### config.mk
export PLATFORM = sky130hd
export DESIGN_NAME = vx_commit_tracker
export DESIGN_NICKNAME = d
export VERILOG_FILES = /design/src/rtl/vx_commit_tracker_pkg.sv /design/src/rtl/vx_commit_tracker_pending_ctr.sv /design/src/rtl/vx_commit_tracker.sv
export SDC_FILE = /design/constraint.sdc
export NUM_CORES = 1
export LEC_CHECK = 0
export CAP_MARGIN = 10
export CORE_MARGIN = 3
export CORE_UTILIZATION = 40
export CTS_CLUSTER_DIAMETER = 60
export DETAILED_ROUTE_END_ITERATION = 7
export HOLD_SLACK_MARGIN = 0.02
export PLACE_DENSITY_LB_ADDON = 0.08
export SLEW_MARGIN = 5
export SYNTH_ARGS = -nofsm -noshare
export SYNTH_HDL_FRONTEND = slang
export SYNTH_SLANG_ARGS = --single-unit
### constraint.sdc
create_clock -name clk -period 3.2 [get_ports clk]
set_clock_uncertainty 0.05 [all_clocks]
set_input_delay 0.48 -clock clk [delete_from_list [all_inputs] [get_ports clk]]
set_output_delay 0.48 -clock clk [all_outputs]
set_load 0.1 [all_outputs]
### src/rtl/vx_commit_tracker_pkg.sv
// Shared types and helpers for the warp commit tracker.
// Drain sequencer states, counter width default, popcount.
package VX_gpu_pkg;

  localparam int CTR_WIDTH_DEF = 8;

  typedef enum logic [1:0] {
    DRAIN_IDLE,
    DRAIN_WAIT,
    DRAIN_DONE
  } drain_state_e;

  // Number of set bits in a per-warp slot match mask.
  function automatic logic [5:0] popcount(input logic [31:0] mask);
    logic [5:0] n;
    n = '0;
    for (int i = 0; i < 32; i++) begin
      n = n + 6'(mask[i]);
    end
    return n;
  endfunction

endpackage

### src/rtl/vx_commit_tracker_pending_ctr.sv
// Single-warp in-flight counter with saturation
// and sticky overflow/underflow flags.
module vx_warp_pending_ctr #(
  parameter int CTR_WIDTH = 8,
  parameter int INC_WIDTH = 2
) (
  input  logic                 clk,
  input  logic                 reset_n,
  input  logic [INC_WIDTH-1:0] inc,
  input  logic [INC_WIDTH-1:0] dec,
  output logic [CTR_WIDTH-1:0] cnt,
  output logic                 err_overflow,
  output logic                 err_underflow
);

  localparam int SW = CTR_WIDTH + 2;

  logic [SW-1:0]        sum;
  logic                 ovf;
  logic                 unf;
  logic [CTR_WIDTH-1:0] cnt_d;

  // MSB is the sign; bit CTR_WIDTH set on a positive sum means > MAX.
  always_comb begin
    sum   = SW'(cnt) + SW'(inc) - SW'(dec);
    unf   = sum[SW-1];
    ovf   = ~sum[SW-1] & sum[CTR_WIDTH];
    cnt_d = sum[CTR_WIDTH-1:0];
    if (unf) begin
      cnt_d = '0;
    end else if (ovf) begin
      cnt_d = '1;
    end
  end

  always_ff @(posedge clk or negedge reset_n) begin
    if (!reset_n) begin
      cnt           <= '0;
      err_overflow  <= 1'b0;
      err_underflow <= 1'b0;
    end else begin
      cnt           <= cnt_d;
      err_overflow  <= err_overflow | ovf;
      err_underflow <= err_underflow | unf;
    end
  end

endmodule

### src/rtl/vx_commit_tracker.sv
// Per-warp issue/commit tracker with idle/full status
// and a single-request drain sequencer.
module vx_commit_tracker
  import VX_gpu_pkg::*;
#(
  parameter int NUM_WARPS = 8,
  parameter int ISSUE_CNT = 2,
  parameter int NW_WIDTH  = 3,
  parameter int CTR_WIDTH = CTR_WIDTH_DEF
) (
  input  logic                           clk,
  input  logic                           reset_n,
  input  logic [ISSUE_CNT-1:0]           issue_valid,
  input  logic [ISSUE_CNT*NW_WIDTH-1:0]  issue_wid,
  input  logic [ISSUE_CNT-1:0]           committed,
  input  logic [ISSUE_CNT*NW_WIDTH-1:0]  committed_wid,
  output logic [NUM_WARPS*CTR_WIDTH-1:0] pending_cnt,
  output logic [NUM_WARPS-1:0]           warp_idle,
  output logic [NUM_WARPS-1:0]           warp_full,
  input  logic                           drain_valid,
  input  logic [NW_WIDTH-1:0]            drain_wid,
  output logic                           drain_ready,
  output logic                           drain_done,
  output logic                           err_overflow,
  output logic                           err_underflow
);

  localparam int CW = $clog2(ISSUE_CNT + 1);
  localparam logic [CTR_WIDTH-1:0] FULL_TH =
    CTR_WIDTH'((1 << CTR_WIDTH) - 1 - ISSUE_CNT);

  logic [NUM_WARPS-1:0][ISSUE_CNT-1:0] inc_mask;
  logic [NUM_WARPS-1:0][ISSUE_CNT-1:0] dec_mask;
  logic [NUM_WARPS-1:0][CW-1:0]        inc;
  logic [NUM_WARPS-1:0][CW-1:0]        dec;
  logic [NUM_WARPS-1:0][CTR_WIDTH-1:0] cnt;
  logic [NUM_WARPS-1:0]                ovf;
  logic [NUM_WARPS-1:0]                unf;

  // Out-of-range warp IDs never match any w and so drop out here.
  always_comb begin
    inc_mask = '0;
    dec_mask = '0;
    for (int w = 0; w < NUM_WARPS; w++) begin
      for (int i = 0; i < ISSUE_CNT; i++) begin
        inc_mask[w][i] = issue_valid[i] &&
          (issue_wid[i*NW_WIDTH +: NW_WIDTH] == NW_WIDTH'(w));
        dec_mask[w][i] = committed[i] &&
          (committed_wid[i*NW_WIDTH +: NW_WIDTH] == NW_WIDTH'(w));
      end
    end
  end

  for (genvar w = 0; w < NUM_WARPS; w++) begin : g_warp
    assign inc[w] = CW'(popcount(32'(inc_mask[w])));
    assign dec[w] = CW'(popcount(32'(dec_mask[w])));

    vx_warp_pending_ctr #(
      .CTR_WIDTH (CTR_WIDTH),
      .INC_WIDTH (CW)
    ) u_ctr (
      .clk           (clk),
      .reset_n       (reset_n),
      .inc           (inc[w]),
      .dec           (dec[w]),
      .cnt           (cnt[w]),
      .err_overflow  (ovf[w]),
      .err_underflow (unf[w])
    );

    assign pending_cnt[w*CTR_WIDTH +: CTR_WIDTH] = cnt[w];
    assign warp_idle[w] = (cnt[w] == '0);
    assign warp_full[w] = (cnt[w] > FULL_TH);
  end

  assign err_overflow  = |ovf;
  assign err_underflow = |unf;

  drain_state_e         state_q;
  drain_state_e         state_d;
  logic [NW_WIDTH-1:0]  drain_wid_q;
  logic [CTR_WIDTH-1:0] drain_cnt;
  logic                 drain_inc;

  always_comb begin
    drain_cnt = '0;
    drain_inc = 1'b0;
    for (int w = 0; w < NUM_WARPS; w++) begin
      if (drain_wid_q == NW_WIDTH'(w)) begin
        drain_cnt = cnt[w];
        drain_inc = |inc[w];
      end
    end
  end

  always_ff @(posedge clk or negedge reset_n) begin
    if (!reset_n) begin
      state_q     <= DRAIN_IDLE;
      drain_wid_q <= '0;
    end else begin
      state_q <= state_d;
      if (state_q == DRAIN_IDLE && drain_valid) begin
        drain_wid_q <= drain_wid;
      end
    end
  end

  always_comb begin
    state_d     = state_q;
    drain_ready = 1'b0;
    drain_done  = 1'b0;
    unique case (state_q)
      DRAIN_IDLE: begin
        drain_ready = 1'b1;
        if (drain_valid) state_d = DRAIN_WAIT;
      end
      DRAIN_WAIT: begin
        if (drain_cnt == '0 && !drain_inc) state_d = DRAIN_DONE;
      end
      DRAIN_DONE: begin
        drain_done = 1'b1;
        state_d    = DRAIN_IDLE;
      end
      default: state_d = DRAIN_IDLE;
    endcase
  end

endmodule

# Word level (Yosys, flattened, before mapping)
# Cells that the tools add are included.
# word_totals
output_inout_bits	84
in_bits	22
register_bits	85
# op_classes
n_mux	37
bitwise_logic	32
order_cmp	8
add_sub_neg	32
reduce_logical	61
eq_ne	39
# op_table
op	count
$mux W8	24
$sub A10 B2 Y10	8
$add A8 B2 Y9	8
$logic_not A8 Y1	9
$gt A8 B8 Y1 const B	8
$eq A3 B3 Y1 const B	20
$logic_and A1 B1 Y1	34
$add A1 B1 Y2	16
$eq A3 B2 Y1 const B	10
$or A1 B1 Y1	16
$reduce_or A2 Y1	8
$reduce_or A8 Y1	2
$eq A3 B1 Y1 const B	5
$logic_not A3 Y1	5
$mux W1	10
$and A1 B1 Y1	8
$not A1 Y1	8
$mux W2	2
$ne A2 B2 Y1 const B	2
$pmux W2 S2	1
$eq A2 B1 Y1 const B	1
$eq A2 B2 Y1 const B	1
$logic_not A2 Y1	1
$reduce_and A2 Y1	1
$logic_not A1 Y1	1

# Depth between registers and ports, before layout
# logic_depth
word_depth	16
depth_mapped	14

# Modules after synthesis
# Synthesis repeated with hierarchy kept, for this count alone.
# unflattened
hier_cells	906
area_unflattened_um2	7872.6
# by_module_without_submodules
module	cells_each	n_inst	area_per_inst_um2
vx_warp_pending_ctr	88	8	814.5
vx_commit_tracker	202	1	1356.3

# Worst setup path before layout
# No wires, ideal clock.
# synth_timing
path_type	register to output
start	register g_warp[1].u_ctr.cnt[4]
end	output port warp_idle[1]
path_slack_ns	-1.893
t_required_ns	2.670
path_stages_with_launch	5
path_buffers	1
arrival_time_ns	4.563
path_cell_list	dfrtp_1 > buf_2 > or2_2 > or4_1 > nor4_1
# synth_between
elab_chain_len	1
# synth_rtl
element	line_no	rtl
start: declaration	vx_commit_tracker_pending_ctr.sv:11	output logic [CTR_WIDTH-1:0] cnt,
start signal: assignment	vx_commit_tracker_pending_ctr.sv:42	cnt <= cnt_d;
$logic_not A8 Y1	vx_commit_tracker.sv:72	assign warp_idle[w] = (cnt[w] == '0);
end: declaration	vx_commit_tracker.sv:18	output logic [NUM_WARPS-1:0] warp_idle,
# No other way between the ends.

# Worst setup path in the final report
# layout_timing
start	input port issue_wid[1]
end	register g_warp[5].u_ctr.cnt[7]
# layout_between
elab_chain_len	9
# layout_rtl
element	line_no	rtl
start: declaration	vx_commit_tracker.sv:14	input logic [ISSUE_CNT*NW_WIDTH-1:0] issue_wid,
$eq A3 B3 Y1 (*)	vx_commit_tracker.sv:47	(issue_wid[i*NW_WIDTH +: NW_WIDTH] == NW_WIDTH'(w));
$logic_and A1 B1 Y1 (*)	vx_commit_tracker.sv:46	inc_mask[w][i] = issue_valid[i] &&
$add A1 B1 Y2 (*)	vx_commit_tracker_pkg.sv:18	n = n + 6'(mask[i]);
$add A8 B2 Y9 (*)	vx_commit_tracker_pending_ctr.sv:25	sum = SW'(cnt) + SW'(inc) - SW'(dec);
$sub A10 B2 Y10 (*)	vx_commit_tracker_pending_ctr.sv:25	
$not A1 Y1	vx_commit_tracker_pending_ctr.sv:27	ovf = ~sum[SW-1] & sum[CTR_WIDTH];
$and A1 B1 Y1	vx_commit_tracker_pending_ctr.sv:27	
$mux W8	vx_commit_tracker_pending_ctr.sv:31	end else if (ovf) begin
$mux W8 (*)	vx_commit_tracker_pending_ctr.sv:29	if (unf) begin
named net g_warp[5].u_ctr.cnt_d[7]	vx_commit_tracker_pending_ctr.sv:21	logic [CTR_WIDTH-1:0] cnt_d;
end signal: assignment	vx_commit_tracker_pending_ctr.sv:42	
end: declaration	vx_commit_tracker_pending_ctr.sv:11	
# Mark *: on every way through the listed nets, which the timed path passes. The rest lies on a longest branch.
# A chain may end at the register's enable or synchronous reset.

==> results by group <==
Synthesis
  • EDFF count, synth: 0
  • Post-synth top cells: 85 x dfrtp_1, 66 x a21oi_1, 66 x nor2_1, 58 x inv_1, 58 x xnor2_1
  • Register area share after synthesis: 30.1%
  • Area share of xor/xnor cells in the synthesized design: 9.30%
  • Asr flop ratio synth: between 90% and 100%
  • Distinct cells, synth: 69
  • Post-synthesis simple-gate area fraction: between 20% and 30%
  • Cell with the most instances after synthesis: dfrtp_1
  • Adder-cell share of the synthesized area: between 10% and 20%
  • Share of the synthesized area in the top cell type: 30.1%
  • Mux contribution to synthesized area: 3.15%
  • Synth top area cells: dfrtp_1 30%, xnor2_1 7.2%, ha_1 7.1%, a21oi_1 4.7%, fa_1 4.5%
  • Mapped Nets: between 800 and 900
  • Synth Flop Type: dfrtp_1
  • Yosys warns: 0
  • Cell taking the most area after synthesis: dfrtp_1
  • Synth Area in Compound Gates: between 10% and 20%
  • Synth Instances: between 800 and 900
  • Yosys reg bits: 85
  • Synth Cell Area: 7060 µm²
  • Syn avg cell area: 8.64 µm²
  • Largest family of logic cells by synthesized area: simple AND/OR/NAND/NOR gates

STA
  • Tcrit/Tclk final: a little over nine tenths
  • RSZ-0062 raised after global routing: true
  • Final hold slack: approximately 190 ps
  • Final hold vios: 0
  • Slew headroom: 41.8%
  • Worst-Margin Slew: 873 ps
  • Fmax: approximately 0.32 GHz
  • Final setup TNS: 0 ps
  • Crit path time final: 3100 ps
  • Final Slew Violations: 0
  • Final setup vio count: 0

Routing
  • Final antenna-violating net count: 0
  • Final wirelength: 21.6 mm
  • Starting DRC count in detailed routing: 394
  • Via-to-Cell Ratio: 5.44
  • DRC errors left: 0
  • Vias: 7,084
  • DRT Pass-1 Iters: 5
  • WL/cell: 16.6 µm

Setup path
  • Worst EP arrival: between 3000 and 4000 ps
  • Type of the worst setup path: in -> reg
  • Crit path largest cell delay: 480 ps
  • Setup crit end kind: flop
  • Critical R2R Launch: g_warp[5].u_ctr.cnt[0]$_DFF_PN0_
  • Crit path max fanout: 5
  • Worst Path Required: ~3400 ps
  • R2R setup slack: 480 ps
  • CP max-delay cell: or3b_4
  • Worst reg2reg path endpoint: g_warp[5].u_ctr.cnt[7]$_DFF_PN0_
  • Crit-path cells: clkbuf_4, nand2b_4, nor2_1, ha_1, ha_2, inv_1, fa_2, nand3b_1, mux2i_4, o2111ai_2, or3b_4, a31oi_1, a31o_1
  • R2R cell count: 9
  • CP Launch Type: input port

Layout
  • Antenna diode count: 0
  • Area occupied by multi-input gates: 4870 µm²
  • FILL cells: roughly 1,600
  • Final std cells w/o fill: 1,302
  • Final net count: between 1,000 and 1,500
  • Ratio of cells with drive above 1 in the final layout: 34.8%
  • Register Area: approximately 2100 µm²
  • Area Growth Syn to Fin: 40.3%

Clock tree
  • TritonCTS clock tree: built
  • Sink Count: 85
  • Root buffer cell: clkbuf_16
  • Clk buf depth: 2
  • Worst-Skew Late Latency: approximately 340 ps
  • Clock-pin slew on the worst setup and hold paths: 60 ps
  • Num CTS Buffers: 9
  • CTS H-Tree Depth: 3
  • Hold buffer count at cts: 0

Global route
  • Largest net degree at the start of global routing: 63
  • Grt total ovfl: 0
  • Vias in the first global route: around 7,000
  • Total track usage: 22.4%
  • First-pass GRT wire length: approximately 36 mm
  • Initial antenna violation count: 0

Placed design
  • GP Congestion: 0.892
  • DP HPWL: between 15 and 20 mm
  • Post-placement cell count: about 1,300
  • PortBufs: 105

Status
  • Status: completed

Pwr
  • Peak VDD IR: 0.902 mV
  • P per Cell Area: 1020 nW/µm²
  • Final Power: 10.1 mW
  • Leakage: 4.55 nW

Min path
  • Hold Path Class: in -> async

Floorplanning
  • Starting Density: between 40% and 50%
  • Core ar.: 16,900 µm²
  • Die Y: 139 µm
  • Die W: 139 µm
  • Core Rows: 47
  • I/O Pins: approximately 110
  • Die area: 19,300 µm²

Run
  • Max_cap viols: 0
-- layout by cell type, fill, tap and decap left out, types with 5 or more instances in the layout --
cell type and count:
mux2i_1 9, clkdlybuf4s50_1 12, a21oi_1 65, or2_2 11, nand3b_1 6, a21o_1 9
nor3_1 21, dfrtp_1 77, o22ai_1 5, nand2_1 54, inv_1 58, and3_1 15
a41oi_1 5, nor4_1 10, nand4_1 15, nor2_2 9, clkbuf_16 9, fa_1 11
nor2b_1 14, a31oi_1 15, ha_1 36, xor2_1 16, dfrtp_2 8, nor3_2 8
clkbuf_2 7, or3_1 5, nand3_1 30, buf_4 257, mux2_2 9, o21ai_0 25
and2_1 5, nor2_1 56, fa_2 5, nand2b_1 17, xnor2_1 58
-- routing by layer --
| metal | global-route usage (%) | vias to the layer above | share of wire [%] |
|---|---|---|---|
| met1 | 29.7 | 3447 | 45 |
| met3 | 3.79 | 26 | 4.6 |
| li1 | - | 3432 | - |
| met2 | 38.0 | 179 | 49 |
| met5 | 0 | - | 0 |
| met4 | 5.72 | 0 | 1.7 |
-- final cells by class --
| type | instances | share of cell area [%] |
|---|---|---|
| multi-input combinational | 645 | 49.2 |
| sequential | 85 | 21.6 |
| timing repair buffer | 278 | 21.3 |
| tap | 220 | 2.78 |
| clock buffer | 15 | 2.70 |
| inverter | 58 | 2.20 |
| clock inverter | 1 | 0.303 |
-- cells by family after synthesis --
kind of cell,count (synthesis)
AOI/OAI and AO/OA,165
xor gates and xnor gates,75
adders and majority gates,56
buffers and inverters,88
DFF,85
muxes,21
and+or+nand+nor,328
-- stage by stage --
step           area (µm²)  worst slack (ps)  utilization [%]
2_1_floorplan        7140              -719                -
3_3_place_gp         9360              -604             55.3
3_5_place_dp         9360              -668             55.3
4_1_cts              9780              3.72             57.7
5_1_grt              9910             -29.1             58.5
6_report             9910               103             58.5
-- worst max-delay path: cells and delay by family --
family	cells	cell delay [ps]
AO/OA/AOI/OAI	3	480
multiplexers	1	270
adder cells (fa/ha/maj)	3	830
buffers and inverters	2	240
AND/OR/NAND/NOR	4	1010
-- flip-flops by register name, indices dropped and copies added, names as in the netlist --
| signal | cells |
|---|---|
| g_warp.u_ctr.cnt | 64 |
| g_warp.u_ctr.err_overflow | 8 |
| g_warp.u_ctr.err_underflow | 8 |
| drain_wid_q | 3 |
| state_q | 2 |
-- power by group --
group	leakage, nW	switching (mW)	internal [mW]
sequential	1.05	0.884	1.56
clock	0.144	0.426	0.650
combinational	3.35	4.61	1.93
total	4.55	5.92	4.14
-- how the worst max path moves through the flow --
stage                     slack [ps]                          endpoint                             start  cells after the start
final                            100  g_warp[5].u_ctr.cnt[7]$_DFF_PN0_                      issue_wid[1]                     13
after global routing             -30  g_warp[5].u_ctr.cnt[7]$_DFF_PN0_                      issue_wid[3]                     14
after CTS                          4  g_warp[5].u_ctr.cnt[1]$_DFF_PN0_                      issue_wid[1]                     13
after detailed placement        -670  g_warp[6].u_ctr.cnt[1]$_DFF_PN0_                      issue_wid[4]                     14
after global placement          -600  g_warp[6].u_ctr.cnt[5]$_DFF_PN0_                      issue_wid[0]                     13
after floorplan                 -720                      warp_idle[1]  g_warp[1].u_ctr.cnt[4]$_DFF_PN0_                      4
-- timing repair --
action | 4_1_cts | 5_1_grt
pin swaps | 9 | 14
setup endpoints to repair | 80 | 69
setup buffers | 1 | 7
gates cloned | 0 | 0
gates resized for setup | 37 | 42
Power figures use the tool's default switching activity.
